## src/rtl/or_accumulator_if.sv

```systemverilog
`default_nettype none
// ============================================================================
// Module      : or_accumulator_if
// Description : Stream bundle for or_accumulator: input valid/ready beat with
//               flush, and the registered result valid/ready output.
// Revision    : 1.0 - initial release
// ============================================================================
interface or_accumulator_if #(
  parameter int BITS = 32
);
  logic            flush;
  logic            in_valid;
  logic            in_ready;
  logic [BITS-1:0] in_data;
  logic            out_valid;
  logic            out_ready;
  logic [BITS-1:0] out_data;
  logic            out_any;

  // Producer/consumer side (testbench or upstream/downstream logic)
  modport master (
    output flush, in_valid, in_data, out_ready,
    input  in_ready, out_valid, out_data, out_any
  );

  // Accumulator side
  modport slave (
    input  flush, in_valid, in_data, out_ready,
    output in_ready, out_valid, out_data, out_any
  );
endinterface
`default_nettype wire

```

## src/rtl/or_accumulator.sv

```systemverilog
`default_nettype none
// ============================================================================
// Module      : or_accumulator
// Description : ORs every group of NUM accepted input beats into one result
//               word held in a registered valid/ready output stage. The next
//               group accumulates while a previous result waits downstream.
//               The interface BITS parameter must equal this module's BITS.
// Revision    : 1.0 - initial release
// ============================================================================
module or_accumulator #(
  parameter int NUM  = 4,
  parameter int BITS = 32
) (
  input  wire logic         clk,
  input  wire logic         rst,
  or_accumulator_if.slave   bus
);

  localparam int CNT_W = (NUM > 1) ? $clog2(NUM) : 1;
  localparam logic [CNT_W-1:0] C_LAST_IDX = CNT_W'(NUM - 1);

  logic [BITS-1:0]  r_acc;
  logic [CNT_W-1:0] r_cnt;
  logic             r_out_valid;
  logic [BITS-1:0]  r_out_data;
  logic             r_out_any;

  logic             w_last;
  logic             w_in_ready;
  logic             w_accept;
  logic [BITS-1:0]  w_sum;
  logic             w_load;

  // Handshake and combined word; in_ready depends only on state and out_ready
  always_comb begin
    w_last     = (r_cnt == C_LAST_IDX);
    w_in_ready = !w_last || !r_out_valid || bus.out_ready;
    w_accept   = bus.in_valid && w_in_ready;
    w_sum      = r_acc | bus.in_data;
    // A flushed last beat is discarded and must not produce a result
    w_load     = w_accept && w_last && !bus.flush;
  end

  // Group accumulator and beat index; flush wins over an accepted beat
  always_ff @(posedge clk) begin
    if (rst) begin
      r_acc <= '0;
      r_cnt <= '0;
    end else if (bus.flush) begin
      r_acc <= '0;
      r_cnt <= '0;
    end else if (w_accept) begin
      if (w_last) begin
        r_acc <= '0;
        r_cnt <= '0;
      end else begin
        r_acc <= w_sum;
        r_cnt <= r_cnt + CNT_W'(1);
      end
    end
  end

  // Output register: a load in the drain cycle keeps valid high (no bubble)
  always_ff @(posedge clk) begin
    if (rst) begin
      r_out_valid <= 1'b0;
      r_out_data  <= '0;
      r_out_any   <= 1'b0;
    end else if (w_load) begin
      r_out_valid <= 1'b1;
      r_out_data  <= w_sum;
      r_out_any   <= |w_sum;
    end else if (r_out_valid && bus.out_ready) begin
      r_out_valid <= 1'b0;
    end
  end

  assign bus.in_ready  = w_in_ready;
  assign bus.out_valid = r_out_valid;
  assign bus.out_data  = r_out_data;
  assign bus.out_any   = r_out_any;

endmodule
`default_nettype wire
```

## src/flat_wrapper.sv

```systemverilog
// flat-port wrapper written by rule: the top's interface ports become plain ports
module or_accumulator_flat 
#(
  parameter int NUM  = 4,
  parameter int BITS = 32
)
  (clk, rst, bus_flush, bus_in_valid, bus_in_data, bus_out_ready, bus_in_ready, bus_out_valid, bus_out_data, bus_out_any);
  or_accumulator_if #(.BITS(BITS)) bus_i ();
  input  wire logic clk;
  input  wire logic rst;
  input wire logic [$bits(bus_i.flush)-1:0] bus_flush;
  input wire logic [$bits(bus_i.in_valid)-1:0] bus_in_valid;
  input wire logic [$bits(bus_i.in_data)-1:0] bus_in_data;
  input wire logic [$bits(bus_i.out_ready)-1:0] bus_out_ready;
  output wire logic [$bits(bus_i.in_ready)-1:0] bus_in_ready;
  output wire logic [$bits(bus_i.out_valid)-1:0] bus_out_valid;
  output wire logic [$bits(bus_i.out_data)-1:0] bus_out_data;
  output wire logic [$bits(bus_i.out_any)-1:0] bus_out_any;
  assign bus_i.flush = bus_flush;
  assign bus_i.in_valid = bus_in_valid;
  assign bus_i.in_data = bus_in_data;
  assign bus_i.out_ready = bus_out_ready;
  assign bus_in_ready = bus_i.in_ready;
  assign bus_out_valid = bus_i.out_valid;
  assign bus_out_data = bus_i.out_data;
  assign bus_out_any = bus_i.out_any;
  or_accumulator #(.NUM(NUM), .BITS(BITS)) u_core (.clk(clk), .rst(rst), .bus(bus_i));
endmodule
```

## config.mk

```make
export PLATFORM = sky130hd
export DESIGN_NAME = or_accumulator_flat
export DESIGN_NICKNAME = d
export VERILOG_FILES = /design/src/rtl/or_accumulator_if.sv /design/src/rtl/or_accumulator.sv /design/src/flat_wrapper.sv
export SDC_FILE = /design/constraint.sdc
export NUM_CORES = 1
export LEC_CHECK = 0
export BUFFER_PORTS_ARGS = -buffer_cell sky130_fd_sc_hd__buf_2
export CAP_MARGIN = 20
export CORE_ASPECT_RATIO = 0.9
export CORE_MARGIN = 8
export CORE_UTILIZATION = 56
export CTS_CLUSTER_SIZE = 40
export DETAILED_ROUTE_END_ITERATION = 12
export PLACE_DENSITY = 0.84
export SLEW_MARGIN = 20
export SYNTH_ARGS = -nofsm -noshare
export SYNTH_HDL_FRONTEND = slang
export SYNTH_SLANG_ARGS = --single-unit
```

## constraint.sdc

```tcl
create_clock -name clk -period 2.2 [get_ports clk]
set_clock_uncertainty 0.1 [all_clocks]
set_input_delay 0.44 -clock clk [delete_from_list [all_inputs] [get_ports clk]]
set_output_delay 0.44 -clock clk [all_outputs]
set_load 0.1 [all_outputs]
```

==> metrics.md, run 1 <==
| Metric | Value |
|---|---|
| Status | finished, final reports clean |
| Crit Path Max Fanout | 5 |
| Least-Margin Pin Slew | 0.5738 ns |
| Mean Syn Cell Area | roughly 10 um^2 |
| Worst hold stages | 2 |
| Worst path cell trace | ha_1 -> nand3b_1 -> buf_2 |
| Detailed-route wire length per cell | between 15 and 20 um |
| GPL Wtd Cong | 0.7429 |
| Crit path max-delay cell type | buf_2 |
| Final setup margin | 0.1506 ns |
| Seq. cell area | 0.001365 mm^2 |
| #FFs+latches synth | 68 |
| Buf/Inv on CP | 1 |
| Die Height | about 82 um |
| Die area | 0.007262 mm^2 |
| CTS resizes | 0 |
| WP data arrival | 1.51 ns |
| CP peak stage delay | 0.44 ns |
| Core Box Area | 0.004715 mm^2 |
| Leakage | 0.001329 uW |
| CTS tree | yes |
| Post-Syn Instances | 272 |
| Nets | 379 |
| Dpl hpwl | between 4 and 5 mm |
| RSZ-0062 raised after global routing | no |
| Clk buf depth | 2 |
| Largest net degree at the start of global routing | 37 |
| Reg-to-Reg Start | u_core.r_cnt[0] |
| Clock slew at reported path FFs | about 0.060 ns |
| Setup total negative slack | 0 ns |
| GRT Overall Usage | a little under a fifth |
| Cell Area, Synth | 0.002681 mm^2 |
| YS warnings | 0 |
| Hold path start | bus_flush |
| Commonest non-fill, non-tap cells in the layout | buf_2 (71), nor2_1 (69), dfxtp_1 (67) |
| IO Count | 72 |
| Remaining Overflow, GRT | 0 |
| Final setup fails | 0 |
| Critical path startpoint | u_core.r_cnt[0] |
| Minimum clock period | 2.049 ns |
| CTS Buf Count | 9 |
| Post-DR vias/cell | 5.285 |
| Area delta synth->final | 20.67% |
| Most common cell after layout, fill and taps aside | buf_2 |
| Area of the multi-input gates | between 0.001 and 0.0015 mm^2 |
| Initial Util | 56.87% |
| Worst Setup Start Kind | register |
| Fin. Hold Viols | 0 |
| Post-Syn Nets | 310 |
| Clk_lat worst skew | 0.34 ns |
| Vias in the first global route | 2,199 |
| First-pass GRT wire length | around 10 mm |
| Final Cycle Share | around 93% |
| Fraction of layout cells with a size suffix above 1 | 43.06% |
| Slew HR | 61.74% |
| CP endpoint kind | output pin |
| Post-CTS Hold Fix Bufs | 0 |
| H-tree levels | 3 |
| Final wirelength | about 6.3 mm |
| Max Slew Vio Count | 0 |
| Die Wd | approximately 89 um |
| Total clock sinks | 68 |
| Data required, critical path | about 1.7 ns |
| IO Port Bufs | 71 |
| Via Count | 2,172 |
| ANT nets after route | 0 |
| Maximum vdd ir drop | between 400 and 500 uV |
| CP Class | register to output pin |
| Drt drc | 0 |
| CP delay by family, top | buffers and inverters |
| Pre-CTS WS | 0.3830 ns |
| Post-synthesis sequential area ratio | 50.77% |
| Initial DRC Count | ~120 |
| R2R depth | 5 |
| Antenna cell count | 0 |
| Fillers | 407 |
| Clock root buffer master | clkbuf_8 |
| Max Fclk | a little under 500 MHz |
| Max Cap Viol | 0 |
| 1st-pass router iterations | 4 |
| Cell Pwr Density | 783.1 mW/mm^2 |
| FP Rows | 24 |
| Postcts setup bufs | 0 |
| Post-synth cell types | 27 |
| Initial antenna violation count | 0 |
| Hold Path Class | input pin to register |
| Stages on worst setup path | 3 |
-- where the power goes --
part	internal, uW	switching [uW]	total, uW
logic	59.6	107	167
registers	1250	11.6	1260
clock network	663	440	1100
-- final timing paths --
kind / slack (ns) / to
worst min register to register: 0.37 / u_core.r_acc[1]
worst min-delay path: 0.22 / u_core.r_cnt[1]
worst max register to register: 0.42 / u_core.bus.out_data[9]
worst max-delay path: 0.15 / bus_in_ready
-- cells in the mapped netlist --
master    number  area (um^2)
nand3b_1       1        7.510
and4b_1        1        10.01
buf_2          3        15.01
nand3_1        1        5.000
nor3_1         4        20.02
o21bai_1       1        7.510
nand4_1        7        43.79
nor4_1         2        12.51
a311o_1        1        10.01
mux2i_1        1        10.01
a21oi_1       33        165.2
nand2b_4       1        13.76
nor2_1        69        259.0
nand2_1        1        3.750
a31oi_1        1        6.260
clkbuf_1       2        7.510
nor2_2        27        168.9
ha_1           1        12.51
a211oi_1       3        22.52
a22oi_1        1        7.510
dfxtp_1       68         1361
buf_6          9        101.4
a211oi_2      28        350.3
buf_8          2        30.03
nand4b_1       1        8.760
and2_1         1        6.260
buf_4          2        15.01
-- per-layer routing --
| metal | part of all wire, % | GRT usage, % |
|---|---|---|
| met5 | 0 | 0 |
| met4 | 1.5 | 10.12 |
| met3 | 7.1 | 5.400 |
| met2 | 45 | 28.72 |
| met1 | 46 | 23.04 |
-- layout make-up --
cell class / instances / share of cell area [%]
Clock buffer: 11 / 4.370
Clock inverter: 5 / 2.320
Multi-Input combinational cell: 186 / 35.69
Sequential cell: 68 / 42.19
Tap cell: 65 / 2.514
Timing Repair Buffer: 76 / 12.92
-- cells by family after synthesis --
| logic type | share of synthesized area [%] |
|---|---|
| DFF | 50.77 |
| adders and majority gates | 0.4666 |
| AOI/OAI and AO/OA | 21.23 |
| muxes | 0.3733 |
| buffers and inverters | 6.300 |
| and+or+nand+nor | 20.86 |
-- through the flow --
step	utilization [%]	cells	cell area [um^2]	power [uW]	hold slack, ns
after floorplan	-	272	2691	1400	0.3374
after global placement	64.04	395	3019	1453	0.3475
after detailed placement	64.04	395	3019	1457	0.3558
after CTS	68.63	411	3236	2557	0.2065
after global routing	68.63	411	3236	2645	0.2153
final	68.63	411	3236	2534	0.2207
-- registers in the layout, summed over array words and instances, names as in the netlist --
| register | cells |
|---|---|
| u_core.r_acc | 32 |
| u_core.bus.out_data | 32 |
| u_core.bus.out_any | 1 |
| u_core.bus.out_valid | 1 |
| u_core.r_cnt | 2 |
-- worst reg2reg max path: stages, from the launching register on --
cell and delay [ns]:
dfxtp_1 0.35, ha_1 0.25, and4b_4 0.43, buf_12 0.27
nor2_1 0.08, a211oi_1 0.21
Power figures use the tool's default switching activity.
==> run 2: changes to the inputs <==
- CORE_UTILIZATION: 56 -> 58
- CTS_BUF_LIST: unset -> sky130_fd_sc_hd__clkbuf_2
- PLACE_DENSITY: 0.84 -> 0.87
==> metrics.md, run 2 (synthesis results as in run 1) <==
| Metric | Value |
|---|---|
| Remaining Overflow, GRT | 0 (unchanged) |
| RSZ-0062 raised after global routing | no |
| Part of the power in registers | 60.1% (+10 points) |
| Die area | 0.007058 mm^2 (-2.8%) |
| Die Height | 80.51 um (-1.4%) |
| Core Box Area | 0.004461 mm^2 (-5.4%) |
| Worst Hold Path EP | u_core.r_acc[31] |
| Clock root buffer master | clkbuf_2 |
| Worst hold stages | 3 (+1) |
| Critical path startpoint | u_core.r_cnt[0] |
| Via Count | 2,170 (-0.092%) |
| Area delta synth->final | 16.99% |
| IO Count | 72 (unchanged) |
| Detailed-route wire length per cell | 14.60 um (-4.2%) |
| Antenna cell count | 0 (unchanged) |
| Worst path cell trace | ha_1 -> nand3b_1 -> buf_6 |
| Max Fclk | 488.9 MHz (+0.20%) |
| CTS Buf Count | 9 (unchanged) |
| Clk buf depth | 2 (unchanged) |
| GRT Overall Usage | 18.22% (-0.41 points) |
| CTS tree | yes |
| Reg-to-Reg Start | u_core.r_cnt[0] |
| Crit path max-delay cell type | dfxtp_1 |
| Int Power | 1565 uW (-21%) |
| IO Port Bufs | 71 (unchanged) |
| Logic gate share of total power | 8.0% (+1.4 points) |
| Clock group share of total power | 31.9% (-12 points) |
| CP Class | register to output pin |
| Clock slew at reported path FFs | 0.18 ns (+0.12 ns) |
| Max Cap Viol | 0 (unchanged) |
| Reg-to-reg endpoint | u_core.bus.out_data[8] |
| Worst Setup Start Kind | register |
| Hold path start | bus_in_data[31] |
| Data required, critical path | 1.66 ns (about the same) |
| CP peak stage delay | 0.36 ns (-0.08 ns) |
| Crit Path Max Fanout | 5 (unchanged) |
| Nets | 382 (+0.79%) |
| CP delay by family, top | flip-flops |
| Total clock sinks | 68 (unchanged) |
| Initial DRC Count | 103 (-16%) |
| Placed Instances | 394 (-0.25%) |
| 1st-pass router iterations | 4 (unchanged) |
| Die Wd | 87.67 um (-1.4%) |
| Pre-CTS WS | 0.4304 ns (+0.04742 ns) |
| Commonest non-fill, non-tap cells in the layout | buf_2 (70), nor2_1 (69), dfxtp_1 (67) |
| Maximum vdd ir drop | 628.0 uV (+40%) |
| Fraction of layout cells with a size suffix above 1 | 42.98% (-0.084 points) |
| Final setup margin | 0.1547 ns (+0.004061 ns) |
| Sw Ratio | 25.64% (+3.6 points) |
| Hold Path Class | input pin to register |
| Cell Pwr Density | 670.9 mW/mm^2 (-14%) |
| Final setup fails | 0 (unchanged) |
| Vias in the first global route | 2,122 (-3.5%) |
| ANT nets after route | 0 (unchanged) |
| Minimum clock period | 2.045 ns (-0.004061 ns) |
| Fin cells | 411 (unchanged) |
| R2R depth | 5 (unchanged) |
| Switching pwr | 539.6 uW (-3.4%) |
| Drt drc | 0 (unchanged) |
| Initial Util | 60.11% (+3.2 points) |
| Flop2flop setup slack | 0.48 ns (+0.06 ns) |
| Post-DR vias/cell | 5.280 (about the same) |
| Status | finished, final reports clean |
| Final wirelength | 6.001 mm (-4.2%) |
| Final Cycle Share | 92.97% (-0.18 points) |
| Initial antenna violation count | 0 (unchanged) |
| Largest net degree at the start of global routing | 43 (+16%) |
| Fin. Hold Viols | 0 (unchanged) |
| FP Rows | 23 (-4.2%) |
| WP data arrival | 1.51 ns (about the same) |
| Leakage | 0.001301 uW (-2.1%) |
| Clk_lat worst skew | 0.50 ns (+0.16 ns) |
| Dpl hpwl | 4.355 mm (-1.8%) |
| H-tree levels | 3 (unchanged) |
| Least-Margin Pin Slew | 0.5409 ns (-0.03293 ns) |
| First-pass GRT wire length | 9.942 mm (-4.3%) |
| Max Slew Vio Count | 0 (unchanged) |
| Buf/Inv on CP | 1 (unchanged) |
| GPL Wtd Cong | 0.7733 (+4.1%) |
| Most common cell after layout, fill and taps aside | buf_2 |
| Slew HR | 63.94% (+2.2 points) |
| CP endpoint kind | output pin |
-- run 2: changes by cell type in the layout (fill, tap and decap cells not counted), sizes merged --
| cell | previous run | this run |
|---|---|---|
| clkbuf | 11 | 9 |
| buf | 76 | 78 |
| clkinv | 3 | 6 |
| bufinv | 2 | 1 |
| dlygate4sd3 | 0 | 1 |
-- run 2: power groups by stage --
stage | Combinational, uW | Sequential, uW | Clock (uW)
6_report | 168 | 1270 | 671
5_1_grt | 188 | 1270 | 753
4_1_cts | 168 | 1270 | 694
3_5_place_dp | 167 | 1290 | 0
3_3_place_gp | 164 | 1290 | 0
2_1_floorplan | 107 | 1290 | 0
-- run 2: metrics by stage --
step                      setup TNS (ns)  cell area [um^2]  hold WS [ns]  power [uW]  utilization [%]
final                                  0              3137       0.06604        2104            70.32
after global routing                   0              3137       0.01154        2211            70.32
after CTS                              0              3123       0.01157        2127            70.01
after detailed placement               0              3018        0.3561        1457            67.66
after global placement                 0              3018        0.3476        1454            67.66
after floorplan                   -8.054              2691        0.3374        1400                -
-- run 2: worst max path at each step --
stage                         endpoint  slack, ns  cells after the start
6_report                  bus_in_ready       0.15                      3
3_3_place_gp   u_core.bus.out_data[10]       0.49                      5
4_1_cts                   bus_in_ready       0.07                      3
2_1_floorplan         u_core.r_acc[10]      -0.25                      6
5_1_grt                   bus_in_ready       0.03                      3
3_5_place_dp   u_core.bus.out_data[10]       0.43                      5
-- run 2: routing by layer --
metal | track usage [%] | vias to the layer above | share of wire [%]
met1 | 21.11 | 1012 | 44
met5 | 0 | - | 0
met3 | 8.563 | 7 | 8.4
met4 | 6.175 | 0 | 1.1
met2 | 28.90 | 60 | 46
li1 | - | 1091 | -
-- run 2: worst reg2reg max path, stage by stage, from the launching register on --
cell      delay, ns
dfxtp_1        0.38
ha_1           0.24
and4b_4        0.37
buf_12         0.28
nor2_1         0.08
a211oi_1       0.20
-- run 2: cell type report --
cell class                      instances  area (um^2)
Clock inverter                          7        57.56
Multi-Input combinational cell        186         1155
Fill cell                             365         1324
Tap cell                               62        77.57
Sequential cell                        68         1365
Timing Repair Buffer                   79        436.7
Clock buffer                            9        45.04
-- run 2: what timing repair did --
action                                  CTS  global route
resized for setup                         1             1
pin swaps                                 0             0
hold buffers                              0             1
hold endpoints to repair                  0             2
endpoints found under the setup margin    1             1
buffers inserted                          0             0
